**src/rtl/pe_ctrl_pkg.sv**
```systemverilog
// Shared state encoding, latched-config layout and parameter defaults
// for the convolution PE sequencer.
package pe_ctrl_pkg;

    localparam int unsigned ADR_W_DEF = 8;
    localparam int unsigned SLOTS_DEF = 4;

    typedef enum logic [2:0] {
        StIdle,
        StClr,
        StMac,
        StDrain,
        StStore,
        StWrite,
        StFlush,
        StDone
    } pe_ctrl_state_t;

    typedef struct packed {
        logic [7:0] filter_len;
        logic [7:0] num_windows;
        logic [7:0] stride;
    } pe_ctrl_cfg_t;

endpackage

```
**src/rtl/conv_addr_gen.sv**
```systemverilog
// Image/filter address generator: window base, tap index k, and the
// one-cycle acc_en delay that lines up with buffer read data.
module conv_addr_gen
    import pe_ctrl_pkg::*;
#(
    parameter int unsigned ADR_W = ADR_W_DEF
) (
    input  logic             clk,
    input  logic             rst,
    input  logic             load,
    input  logic             step,
    input  logic             clr_k,
    input  logic             inc_k,
    input  logic             issue,
    input  logic             mac,
    input  logic [7:0]       stride,
    output logic [7:0]       k,
    output logic [ADR_W-1:0] img_adr,
    output logic [ADR_W-1:0] filt_adr,
    output logic             acc_en
);

    logic [ADR_W-1:0] base_q, base_d;
    logic [7:0]       k_q, k_d;
    logic             acc_en_q;

    always_comb begin
        base_d = base_q;
        k_d    = k_q;
        if (load) begin
            base_d = '0;
        end else if (step) begin
            base_d = base_q + ADR_W'(stride);
        end
        if (load || clr_k) begin
            k_d = '0;
        end else if (inc_k) begin
            k_d = k_q + 8'd1;
        end
    end

    always_ff @(posedge clk) begin
        if (rst) begin
            base_q   <= '0;
            k_q      <= '0;
            acc_en_q <= 1'b0;
        end else begin
            base_q   <= base_d;
            k_q      <= k_d;
            // Buffers have one cycle of read latency.
            acc_en_q <= mac;
        end
    end

    assign k        = k_q;
    assign img_adr  = issue ? base_q + ADR_W'(k_q) : '0;
    assign filt_adr = issue ? ADR_W'(k_q) : '0;
    assign acc_en   = acc_en_q;

endmodule

```
**src/rtl/pe_controller.sv**
```systemverilog
// Sequencer for one convolution PE: walks output windows, drives MAC strobes and
// commits packed result words to PE output memory, then fires the dump strobe.
module pe_controller
    import pe_ctrl_pkg::*;
#(
    parameter int unsigned ADR_W        = ADR_W_DEF,
    parameter int unsigned SLOTS        = SLOTS_DEF,
    parameter int unsigned MAX_MEM_SIZE = 128
) (
    input  logic             clk,
    input  logic             rst,
    input  logic             start,
    input  logic [7:0]       filter_len,
    input  logic [7:0]       num_windows,
    input  logic [7:0]       stride,
    output logic             busy,
    output logic             done,
    output logic [ADR_W-1:0] img_adr,
    output logic [ADR_W-1:0] filt_adr,
    output logic             rst_acc,
    output logic             acc_en,
    output logic             rst_res_reg,
    output logic             res_buffer_en,
    output logic [7:0]       res_index,
    output logic             wr_en,
    output logic [7:0]       wr_adr,
    output logic             wr_file
);

    pe_ctrl_state_t state_q, state_d;
    pe_ctrl_cfg_t   cfg_q, cfg_d;
    logic [7:0]     win_cnt_q, win_cnt_d;
    logic [7:0]     slot_q, slot_d;
    logic [7:0]     word_adr_q, word_adr_d;

    logic       ag_load, ag_step, ag_clr_k, ag_inc_k, ag_issue, ag_mac;
    logic [7:0] k;
    logic       last_win, k_last;

    assign last_win = (win_cnt_q == cfg_q.num_windows - 8'd1);
    assign k_last   = (k == cfg_q.filter_len - 8'd1);

    conv_addr_gen #(
        .ADR_W(ADR_W)
    ) u_addr_gen (
        .clk     (clk),
        .rst     (rst),
        .load    (ag_load),
        .step    (ag_step),
        .clr_k   (ag_clr_k),
        .inc_k   (ag_inc_k),
        .issue   (ag_issue),
        .mac     (ag_mac),
        .stride  (cfg_q.stride),
        .k       (k),
        .img_adr (img_adr),
        .filt_adr(filt_adr),
        .acc_en  (acc_en)
    );

    always_comb begin
        state_d       = state_q;
        cfg_d         = cfg_q;
        win_cnt_d     = win_cnt_q;
        slot_d        = slot_q;
        word_adr_d    = word_adr_q;
        ag_load       = 1'b0;
        ag_step       = 1'b0;
        ag_clr_k      = 1'b0;
        ag_inc_k      = 1'b0;
        ag_issue      = 1'b0;
        ag_mac        = 1'b0;
        done          = 1'b0;
        rst_acc       = 1'b0;
        rst_res_reg   = 1'b0;
        res_buffer_en = 1'b0;
        res_index     = '0;
        wr_en         = 1'b0;
        wr_adr        = '0;
        wr_file       = 1'b0;

        unique case (state_q)
            StIdle: begin
                if (start) begin
                    cfg_d      = '{filter_len: filter_len, num_windows: num_windows,
                                   stride: stride};
                    win_cnt_d  = '0;
                    slot_d     = '0;
                    word_adr_d = '0;
                    ag_load    = 1'b1;
                    state_d    = (num_windows == 8'd0 || filter_len == 8'd0) ? StFlush : StClr;
                end
            end
            StClr: begin
                rst_acc     = 1'b1;
                // A new result word starts with a clean register, so a partial
                // final word leaves its unused slots at zero.
                rst_res_reg = (slot_q == 8'd0);
                ag_issue    = 1'b1;
                state_d     = StMac;
            end
            StMac: begin
                ag_issue = 1'b1;
                ag_mac   = 1'b1;
                if (k_last) begin
                    ag_clr_k = 1'b1;
                    state_d  = StDrain;
                end else begin
                    ag_inc_k = 1'b1;
                end
            end
            StDrain: begin
                state_d = StStore;
            end
            StStore: begin
                res_buffer_en = 1'b1;
                res_index     = slot_q;
                slot_d        = slot_q + 8'd1;
                if (slot_q == 8'(SLOTS - 1) || last_win) begin
                    state_d = StWrite;
                end else begin
                    ag_step   = 1'b1;
                    win_cnt_d = win_cnt_q + 8'd1;
                    state_d   = StClr;
                end
            end
            StWrite: begin
                wr_en      = 1'b1;
                wr_adr     = word_adr_q;
                word_adr_d = (word_adr_q == 8'(MAX_MEM_SIZE - 1)) ? '0 : word_adr_q + 8'd1;
                slot_d     = '0;
                if (last_win) begin
                    state_d = StFlush;
                end else begin
                    ag_step   = 1'b1;
                    win_cnt_d = win_cnt_q + 8'd1;
                    state_d   = StClr;
                end
            end
            StFlush: begin
                wr_file = 1'b1;
                state_d = StDone;
            end
            StDone: begin
                done    = 1'b1;
                state_d = StIdle;
            end
            default: state_d = StIdle;
        endcase
    end

    always_ff @(posedge clk) begin
        if (rst) begin
            state_q    <= StIdle;
            cfg_q      <= '0;
            win_cnt_q  <= '0;
            slot_q     <= '0;
            word_adr_q <= '0;
        end else begin
            state_q    <= state_d;
            cfg_q      <= cfg_d;
            win_cnt_q  <= win_cnt_d;
            slot_q     <= slot_d;
            word_adr_q <= word_adr_d;
        end
    end

    assign busy = (state_q != StIdle);

endmodule

```
**config.mk**
```make
export PLATFORM = sky130hd
export DESIGN_NAME = pe_controller
export DESIGN_NICKNAME = d
export VERILOG_FILES = /design/src/rtl/pe_ctrl_pkg.sv /design/src/rtl/conv_addr_gen.sv /design/src/rtl/pe_controller.sv
export SDC_FILE = /design/constraint.sdc
export NUM_CORES = 1
export LEC_CHECK = 0
export CORE_MARGIN = 3
export CORE_UTILIZATION = 45
export DETAILED_ROUTE_END_ITERATION = 10
export PLACE_DENSITY = 0.68
export SLEW_MARGIN = 20
export SYNTH_ARGS = -nofsm -noshare
export SYNTH_HDL_FRONTEND = slang
export SYNTH_SLANG_ARGS = --single-unit
```
**constraint.sdc**
```tcl
create_clock -name clk -period 3.1 [get_ports clk]
set_clock_uncertainty 0.1 [all_clocks]
set_input_delay 0.775 -clock clk [delete_from_list [all_inputs] [get_ports clk]]
set_output_delay 0.775 -clock clk [all_outputs]
set_load 0.05 [all_outputs]
```
==> impl_metrics.toml, run 1 <==
[cells_and_area]
fill_cells = 853
drive_above_1_share_pct = 19.1
synthToLayoutAreaGrowth_pct = 30.0
fin_util_pct = 61.0
fin_nets = 689
layout.cells.non_filler = 772
final_cell_mix = "nand2_1 (82), dfxtp_1 (64), buf_4 (49)"
layout_commonest_cell = "nand2_1"
antenna_cells = 0

[critical_path]
rr_startpoint = "cfg_q[8]$_SDFFE_PP0P_"
crit_path_start_kind = "flip-flop"
cp_top_family = "compound AO/OA/AOI/OAI gates"
path_cells = "ha_1 > a21o_1 > a21oi_2 > o21ai_2 > a2111oi_4 > or3_4 > a21oi_4 > buf_12"
r2r_slack_ns = 0.28
critPathArrivalTime_ns = 2.21
setup.worst_path.class = "flip-flop to output port"
path_buf_inv = 1
crit_fanout = 2
cp-end-kind = "output port"
reg2reg_depth = 8
cp_slowest_cell = "a2111oi_4"
slowest_delay_ns = 0.40
required_ns = 2.22
r2r_end = "u_addr_gen.base_q[3]$_SDFFE_PP0P_"

[detailed_routing]
drt_iter0_drc = 149
first_pass_iters = 4
viasPerCell = 5.49
antenna_left = 0
wl_um = 11500
vias = 4240
remaining_drc_errors = 0
avgRoutedWirePerCell_um = 14.9

[clocking]
numCtsBuffers = 9
clk_pin_slew_ns = 0.08
clock_latency_ns = 0.34
cts_num_sinks = 68
htree_levels = 3
cts_root_buffer = "clkbuf_8"
tritoncts = "built"
cts_max_path_buffers = 2

[sta]
fin_crit_sh_pct = 99.7
tightest_slew_ns = 0.564
whs_ns = 0.373
setup_ws_ns = 0.0103
hold_violations = 0
relSlewSlack_pct = 62.0
rsz0062_at_grt = "true"
fmax_mhz = 324
finalCriticalPeriod_ns = 3.09
drv_slew = 0
final-setup-viol-count = 0

[global_route]
grt_pass1_wl_um = 18800
grt.overflow.total = 0
grt_pass1_vias = 4060
antenna_found_initial = 0
grt_max_degree = 38
gr-usage-all-layers_pct = 20.3

[synthesis]
synth_top_area_share_pct = 31.0
synth_edf_count = 0
synth_area_leaders = "dfxtp_1 (31%), nand2_1 (7.0%), ha_1 (6.0%), a21oi_1 (5.2%), xor2_1 (3.8%)"
netlist_instances = 558
synth_top_cell_by_area = "dfxtp_1"
ys.warnings.count = 0
synth_area_mm2 = 0.00440
ys.flop_type = "dfxtp_1"
ys_async_sr_fraction_pct = 0
syn_avg_cell_area_um2 = 7.88
yosysSeqAreaShare_pct = 31.0
syn_nets = 608
synth_seq_cells = 68
yosys.cell_types.count = 68

[placed_design]
dpl.hpwl_um = 8420
dp.cells = 752
post-place-ws_ns = -0.0113
globalplace.congestion = 0.854
io_buffers = 66

[pwr]
peakVddDrop_mv = 0.311
power.density_mw_per_mm2 = 629
leakagePower_nw = 2.32

[min_path]
hold_path_end = "cfg_q[4]$_SDFFE_PP0P_"
min-delay-path-class = "flip-flop to flip-flop"
whs_path_depth = 2
hold_path_startpoint = "cfg_q[4]$_SDFFE_PP0P_"

[floorplanning]
rows = 35
core_mm2 = 0.00937
dieArea_mm2 = 0.0110
fp.dieW_um = 105
die_h_um = 105
num_io_pins = 67
start_util_pct = 46.9

[outcome]
status = "completed"

[run]
drv_cap = 0
registers in the layout, indices dropped and copies added, names as in the netlist:
name and cells:
cfg_q 24, slot_q 8, u_addr_gen.base_q 8, u_addr_gen.k 8
win_cnt_q 8, word_adr_q 8, state_q 3, u_addr_gen.acc_en 1
synthesized netlist by cell type (all sizes together), types with 2 or more instances:
library cell  number
inv               24
nor2              42
o22ai              2
a21oi             47
a21boi             3
nor4b              2
a21o               6
nand3b             3
or2                3
nand2b             7
nor3b              6
nor3              10
xor2              19
nand2             82
a211oi             2
o21ai             32
or3               14
o2bb2ai            2
xnor2             12
dfxtp             68
buf                4
ha                21
fa                 2
and3              25
a31oi              4
and2               4
o21a               2
nand4b             3
nor4               9
nor2b             12
mux2i              9
a22oi              2
or4                9
a211o              3
nand3             14
o31ai              3
nand4              9
clkbuf            18
kinds of logic after synthesis:
family / Yosys count / synth area share (%)
simple gates: 257 / 30.7
compound gates: 123 / 18.8
flops: 68 / 31.0
buf+inv: 47 / 4.38
xor+xnor: 31 / 6.18
fa+ha+maj: 23 / 6.89
mux: 9 / 2.05
timing repair:
action                     CTS  global route
resized for setup           16            12
pin swaps                    4             7
buffers inserted             2             3
gates cloned                 0             0
hold buffers                 0             0
setup endpoints to repair    3             3
stage by stage:
| step | total power, mW | cell area [µm²] | TNS, ns |
|---|---|---|---|
| after floorplan | 2.34 | 4440 | -0.548 |
| after global placement | 2.80 | 5390 | 0 |
| after detailed placement | 2.84 | 5390 | -0.0113 |
| after CTS | 3.59 | 5620 | 0 |
| after global routing | 3.83 | 5720 | -0.113 |
| final | 3.59 | 5720 | 0 |
routing by layer:
metal  track usage [%]  vias up  routed length (µm)
li1                  -     2149                   -
met1              26.4     2003                5540
met2              34.6       78                5430
met3              3.15       10                 410
met4              5.90        0                 124
met5                 0        -                   0
how the worst max path moves through the flow:
stage,startpoint,endpoint,cells past startpoint
2_1_floorplan,u_addr_gen.k[0]$_SDFFE_PP0N_,img_adr[6],9
3_3_place_gp,u_addr_gen.k[1]$_SDFFE_PP0N_,img_adr[7],8
3_5_place_dp,u_addr_gen.k[1]$_SDFFE_PP0N_,img_adr[6],10
4_1_cts,u_addr_gen.base_q[1]$_SDFFE_PP0P_,img_adr[7],8
5_1_grt,u_addr_gen.base_q[1]$_SDFFE_PP0P_,img_adr[7],8
6_report,u_addr_gen.k[1]$_SDFFE_PP0N_,img_adr[7],8
layout make-up:
type | count | area (µm²) | share of cell area [%]
sequential | 68 | 1370 | 23.9
multi-input combinational | 443 | 2970 | 51.9
inverter | 24 | 90.1 | 1.58
clock buffer | 10 | 138 | 2.41
clock inverter | 5 | 61.3 | 1.07
tap | 129 | 161 | 2.82
timing repair buffer | 93 | 931 | 16.3
worst reg2reg max path: stages (launching register included):
cell and delay [ns]:
dfxtp_1 0.35, inv_1 0.07, ha_1 0.23, or3b_1 0.38, or4_1 0.50, a211o_1 0.31, a21o_1 0.24, o21ai_4 0.33
mux2i_1 0.23
where the power goes:
group	switching (mW)	internal, mW
sequential	0.153	0.988
combinational	1.05	0.647
clock	0.359	0.392
Power figures use the tool's default switching activity.
==> run 2: changes to the inputs <==
SKIP_CTS_REPAIR_TIMING = 1   (was default)
==> impl_metrics.toml, run 2 (same netlist as run 1, synthesis figures left out) <==
[outcome]
status = "complete, but fails checks"
violations = "setup timing"

[min_path]
min-delay-path-class = "flip-flop to flip-flop"

[critical_path]
slowest_delay_ns = 0.40
crit_path_start_kind = "flip-flop"
cp_slowest_cell = "fa_2"
crit_fanout = 2
cp-end-kind = "output port"
path_cells = "ha_4 > inv_2 > fa_2 > nor2b_4 > o21ai_2 > a21boi_2 > o21ai_1 > nor3b_2 > nor3_2 > buf_6"
critPathArrivalTime_ns = 2.31
setup.worst_path.class = "flip-flop to output port"
required_ns = 2.22

[cells_and_area]
antenna_cells = 0
top_register = "cfg_q"
drive_above_1_share_pct = 19.0
stdcell_area_mm2 = 0.00571
largest_reg_flops = 24
layout_commonest_cell = "nand2_1"
regArea_mm2 = 0.00137
fill_cells = 855
final_cell_mix = "nand2_1 (82), dfxtp_1 (64), buf_4 (49)"
synthToLayoutAreaGrowth_pct = 29.9
fin_nets = 689
multi_input_area_mm2 = 0.00296
fin_util_pct = 60.9

[placed_design]
placed_area_mm2 = 0.00539
dpl.hpwl_um = 8420
io_buffers = 66
globalplace.congestion = 0.854

[sta]
relSlewSlack_pct = 62.1
hold_violations = 0
finalSetupTns_ns = -0.0820
rsz0062_at_grt = "true"
finalCriticalPeriod_ns = 3.18
final-setup-viol-count = 1
whs_ns = 0.373
fin_crit_sh_pct = 103
setup_ws_ns = -0.0820
tightest_slew_ns = 0.563
fmax_mhz = 314
drv_slew = 0

[detailed_routing]
avgRoutedWirePerCell_um = 14.7
remaining_drc_errors = 0
wl_um = 11300
antenna_left = 0
first_pass_iters = 5
viasPerCell = 5.47
drt_iter0_drc = 157
vias = 4223

[floorplanning]
die_h_um = 105
core_mm2 = 0.00937
start_util_pct = 46.9
fp.dieW_um = 105
dieArea_mm2 = 0.0110
rows = 35
num_io_pins = 67

[pwr]
total_power_mw = 3.58
leakagePower_nw = 2.32
power.density_mw_per_mm2 = 627
peakVddDrop_mv = 0.306

[clocking]
cts_max_path_buffers = 2
numCtsBuffers = 9
clock_latency_ns = 0.35
cts_num_sinks = 68
clk_pin_slew_ns = 0.08
cts_root_buffer = "clkbuf_8"
tritoncts = "built"
htree_levels = 3

[run]
drv_cap = 0

[global_route]
grt.overflow.total = 0
grt_pass1_vias = 4022
gr-usage-all-layers_pct = 20.1
grt_pass1_wl_um = 18600
grt_max_degree = 38
antenna_found_initial = 0
[run 2: worst max-delay path: cells and delay by family, from the launching register on]
kind	cells	cell delay [ns]
flops	1	0.36
fa+ha+maj	2	0.54
simple gates	3	0.47
buf+inv	2	0.22
compound gates	3	0.35
[run 2: metal layers]
| metal | track usage, % | wire, µm | vias up |
|---|---|---|---|
| li1 | - | - | 2147 |
| met1 | 26.3 | 5370 | 1973 |
| met2 | 34.1 | 5340 | 95 |
| met3 | 3.15 | 540 | 8 |
| met4 | 5.90 | 99 | 0 |
| met5 | 0 | 0 | - |
[run 2: final cells by class]
cell class                 instances  area share (%)
timing repair buffer              93            16.3
tap                              129            2.83
sequential                        68            23.9
clock buffer                      10            2.41
inverter                          24            1.58
clock inverter                     5            1.07
multi-input combinational        443            51.9
[run 2: path summary, 6_finish.rpt]
| check | startpoint | to | slack (ns) | cells past startpoint |
|---|---|---|---|---|
| max | u_addr_gen.k[0]$_SDFFE_PP0N_ | img_adr[6] | -0.08 | 10 |
| min | cfg_q[4]$_SDFFE_PP0P_ | cfg_q[4]$_SDFFE_PP0P_ | 0.37 | 2 |
| max reg2reg | cfg_q[8]$_SDFFE_PP0P_ | u_addr_gen.base_q[3]$_SDFFE_PP0P_ | 0.29 | 8 |
| min reg2reg | cfg_q[4]$_SDFFE_PP0P_ | cfg_q[4]$_SDFFE_PP0P_ | 0.37 | 2 |
[run 2: where the power goes]
group	total, mW	internal, mW	switching [mW]
combinational	1.69	0.647	1.05
clock	0.748	0.392	0.357
sequential	1.14	0.988	0.153
[run 2: stage by stage]
step | cells | setup slack (ns)
4_1_cts | 767 | -0.404
3_3_place_gp | 752 | 0.0999
3_5_place_dp | 752 | -0.0113
6_report | 772 | -0.0820
5_1_grt | 772 | -0.163
2_1_floorplan | 558 | -0.206
==> run 3: changes to the inputs <==
PLACE_DENSITY = default   (was 0.68)
PLACE_DENSITY_LB_ADDON = 0.1   (was default)
==> impl_metrics.toml, run 3 (same netlist as run 1, synthesis figures left out) <==
[pwr]
leakagePower_nw = 2.33
power.density_mw_per_mm2 = 647
sequentialPowerShare_pct = 30.7
p_sw_mw = 1.54
clock_power_share_pct = 22.7
p_int_mw = 2.14
peakVddDrop_mv = 0.322
power_frac_comb_pct = 46.6
power.share.switching_pct = 41.9

[critical_path]
cp_slowest_cell = "fa_2"
setup.worst_path.class = "flip-flop to output port"
rr_startpoint = "cfg_q[8]$_SDFFE_PP0P_"
path_cells = "ha_4 > inv_2 > fa_2 > nor2b_4 > o21ai_2 > a21boi_2 > o21ai_2 > nor3b_4 > nor3_2 > buf_6"
crit_path_start_kind = "flip-flop"
crit_fanout = 2
required_ns = 2.22
cp-end-kind = "output port"
cp_top_family = "adder cells"
critPathArrivalTime_ns = 2.26
path_common_cell = "o21ai_2"
setup.worst_path.start = "u_addr_gen.base_q[0]$_SDFFE_PP0P_"
slowest_delay_ns = 0.40
path_buf_inv = 2

[cells_and_area]
largest_reg_flops = 24
antenna_cells = 0
layout_commonest_cell = "nand2_1"
fin_nets = 688
final_cell_mix = "nand2_1 (82), dfxtp_1 (64), buf_4 (49)"
synthToLayoutAreaGrowth_pct = 29.7
fill_cells = 896
drive_above_1_share_pct = 18.5
top_register = "cfg_q"

[global_route]
grt.overflow.total = 0
antenna_found_initial = 0
grt_pass1_wl_um = 18900
gr-usage-all-layers_pct = 20.6
grt_max_degree = 39
grt_pass1_vias = 4027

[floorplanning]
die_h_um = 105
fp.dieW_um = 105
rows = 35
num_io_pins = 67
dieArea_mm2 = 0.0110
start_util_pct = 46.9
core_mm2 = 0.00937

[sta]
setup_ws_ns = -0.0313
tightest_slew_ns = 0.609
fmax_mhz = 319
relSlewSlack_pct = 59.4
finalCriticalPeriod_ns = 3.13
final-setup-viol-count = 1
hold_violations = 0
rsz0062_at_grt = "true"
drv_slew = 0
finalSetupTns_ns = -0.0313
whs_ns = 0.368
fin_crit_sh_pct = 101

[detailed_routing]
viasPerCell = 5.44
antenna_left = 0
vias = 4198
remaining_drc_errors = 0
wl_um = 11200
avgRoutedWirePerCell_um = 14.5
drt_iter0_drc = 158
first_pass_iters = 4

[clocking]
tritoncts = "built"
htree_levels = 3
cts_root_buffer = "clkbuf_8"
cts_max_path_buffers = 2
clock_latency_ns = 0.34
clk_pin_slew_ns = 0.07
numCtsBuffers = 9
cts_num_sinks = 68

[outcome]
violations = "setup timing"
status = "complete, but fails checks"

[min_path]
min-delay-path-class = "flip-flop to flip-flop"
hold_path_startpoint = "cfg_q[4]$_SDFFE_PP0P_"

[run]
drv_cap = 0

[placed_design]
io_buffers = 66
globalplace.congestion = 0.824
dpl.hpwl_um = 8460
## run 3: routing by layer
metal	vias to the layer above	global-route usage (%)	share of wire, %
met5	-	0	0
met4	0	3.37	0.74
met3	7	4.88	4.2
met2	87	33.5	47
met1	1958	28.2	48
li1	2146	-	-
## run 3: through the flow
step / power [mW] / instances / setup slack (ns) / instance area (µm²) / utilization (%)
2_1_floorplan: 2.34 / 558 / -0.206 / 4440 / -
3_3_place_gp: 2.81 / 753 / 0.0584 / 5380 / 57.4
3_5_place_dp: 2.85 / 753 / 0.0159 / 5380 / 57.4
4_1_cts: 3.69 / 769 / -0.355 / 5610 / 59.9
5_1_grt: 3.94 / 772 / -0.176 / 5700 / 60.9
6_report: 3.69 / 772 / -0.0313 / 5700 / 60.9
## run 3: power by group through the flow
stage,clock network [mW],registers (mW),logic [mW]
after CTS,0.854,1.13,1.71
final,0.837,1.13,1.72
after global placement,0,1.14,1.66
after detailed placement,0,1.15,1.70
after global routing,0.895,1.16,1.88
after floorplan,0,1.11,1.23
## run 3: final timing paths
path                               endpoint  slack [ns]  cells past startpoint
hold / removal        cfg_q[4]$_SDFFE_PP0P_        0.37                      2
setup reg to reg  win_cnt_q[7]$_SDFFE_PP0P_        0.20                      8
setup / recovery                 img_adr[6]       -0.03                     10
hold reg to reg       cfg_q[4]$_SDFFE_PP0P_        0.37                      2
## run 3: layout make-up
class                      instances  area [µm²]  share of cell area (%)
clock inverter                     3        68.8                    1.21
inverter                          24        90.1                    1.58
multi-input combinational        443        2960                    51.9
sequential                        68        1370                    24.0
tap                              129         161                    2.83
clock buffer                      13         159                    2.79
timing repair buffer              92         901                    15.8
## run 3: worst min-delay path, cell delays in order, from the launching register on
cell and delay [ns]:
dfxtp_1 0.32, nand2_1 0.05, a21oi_1 0.05
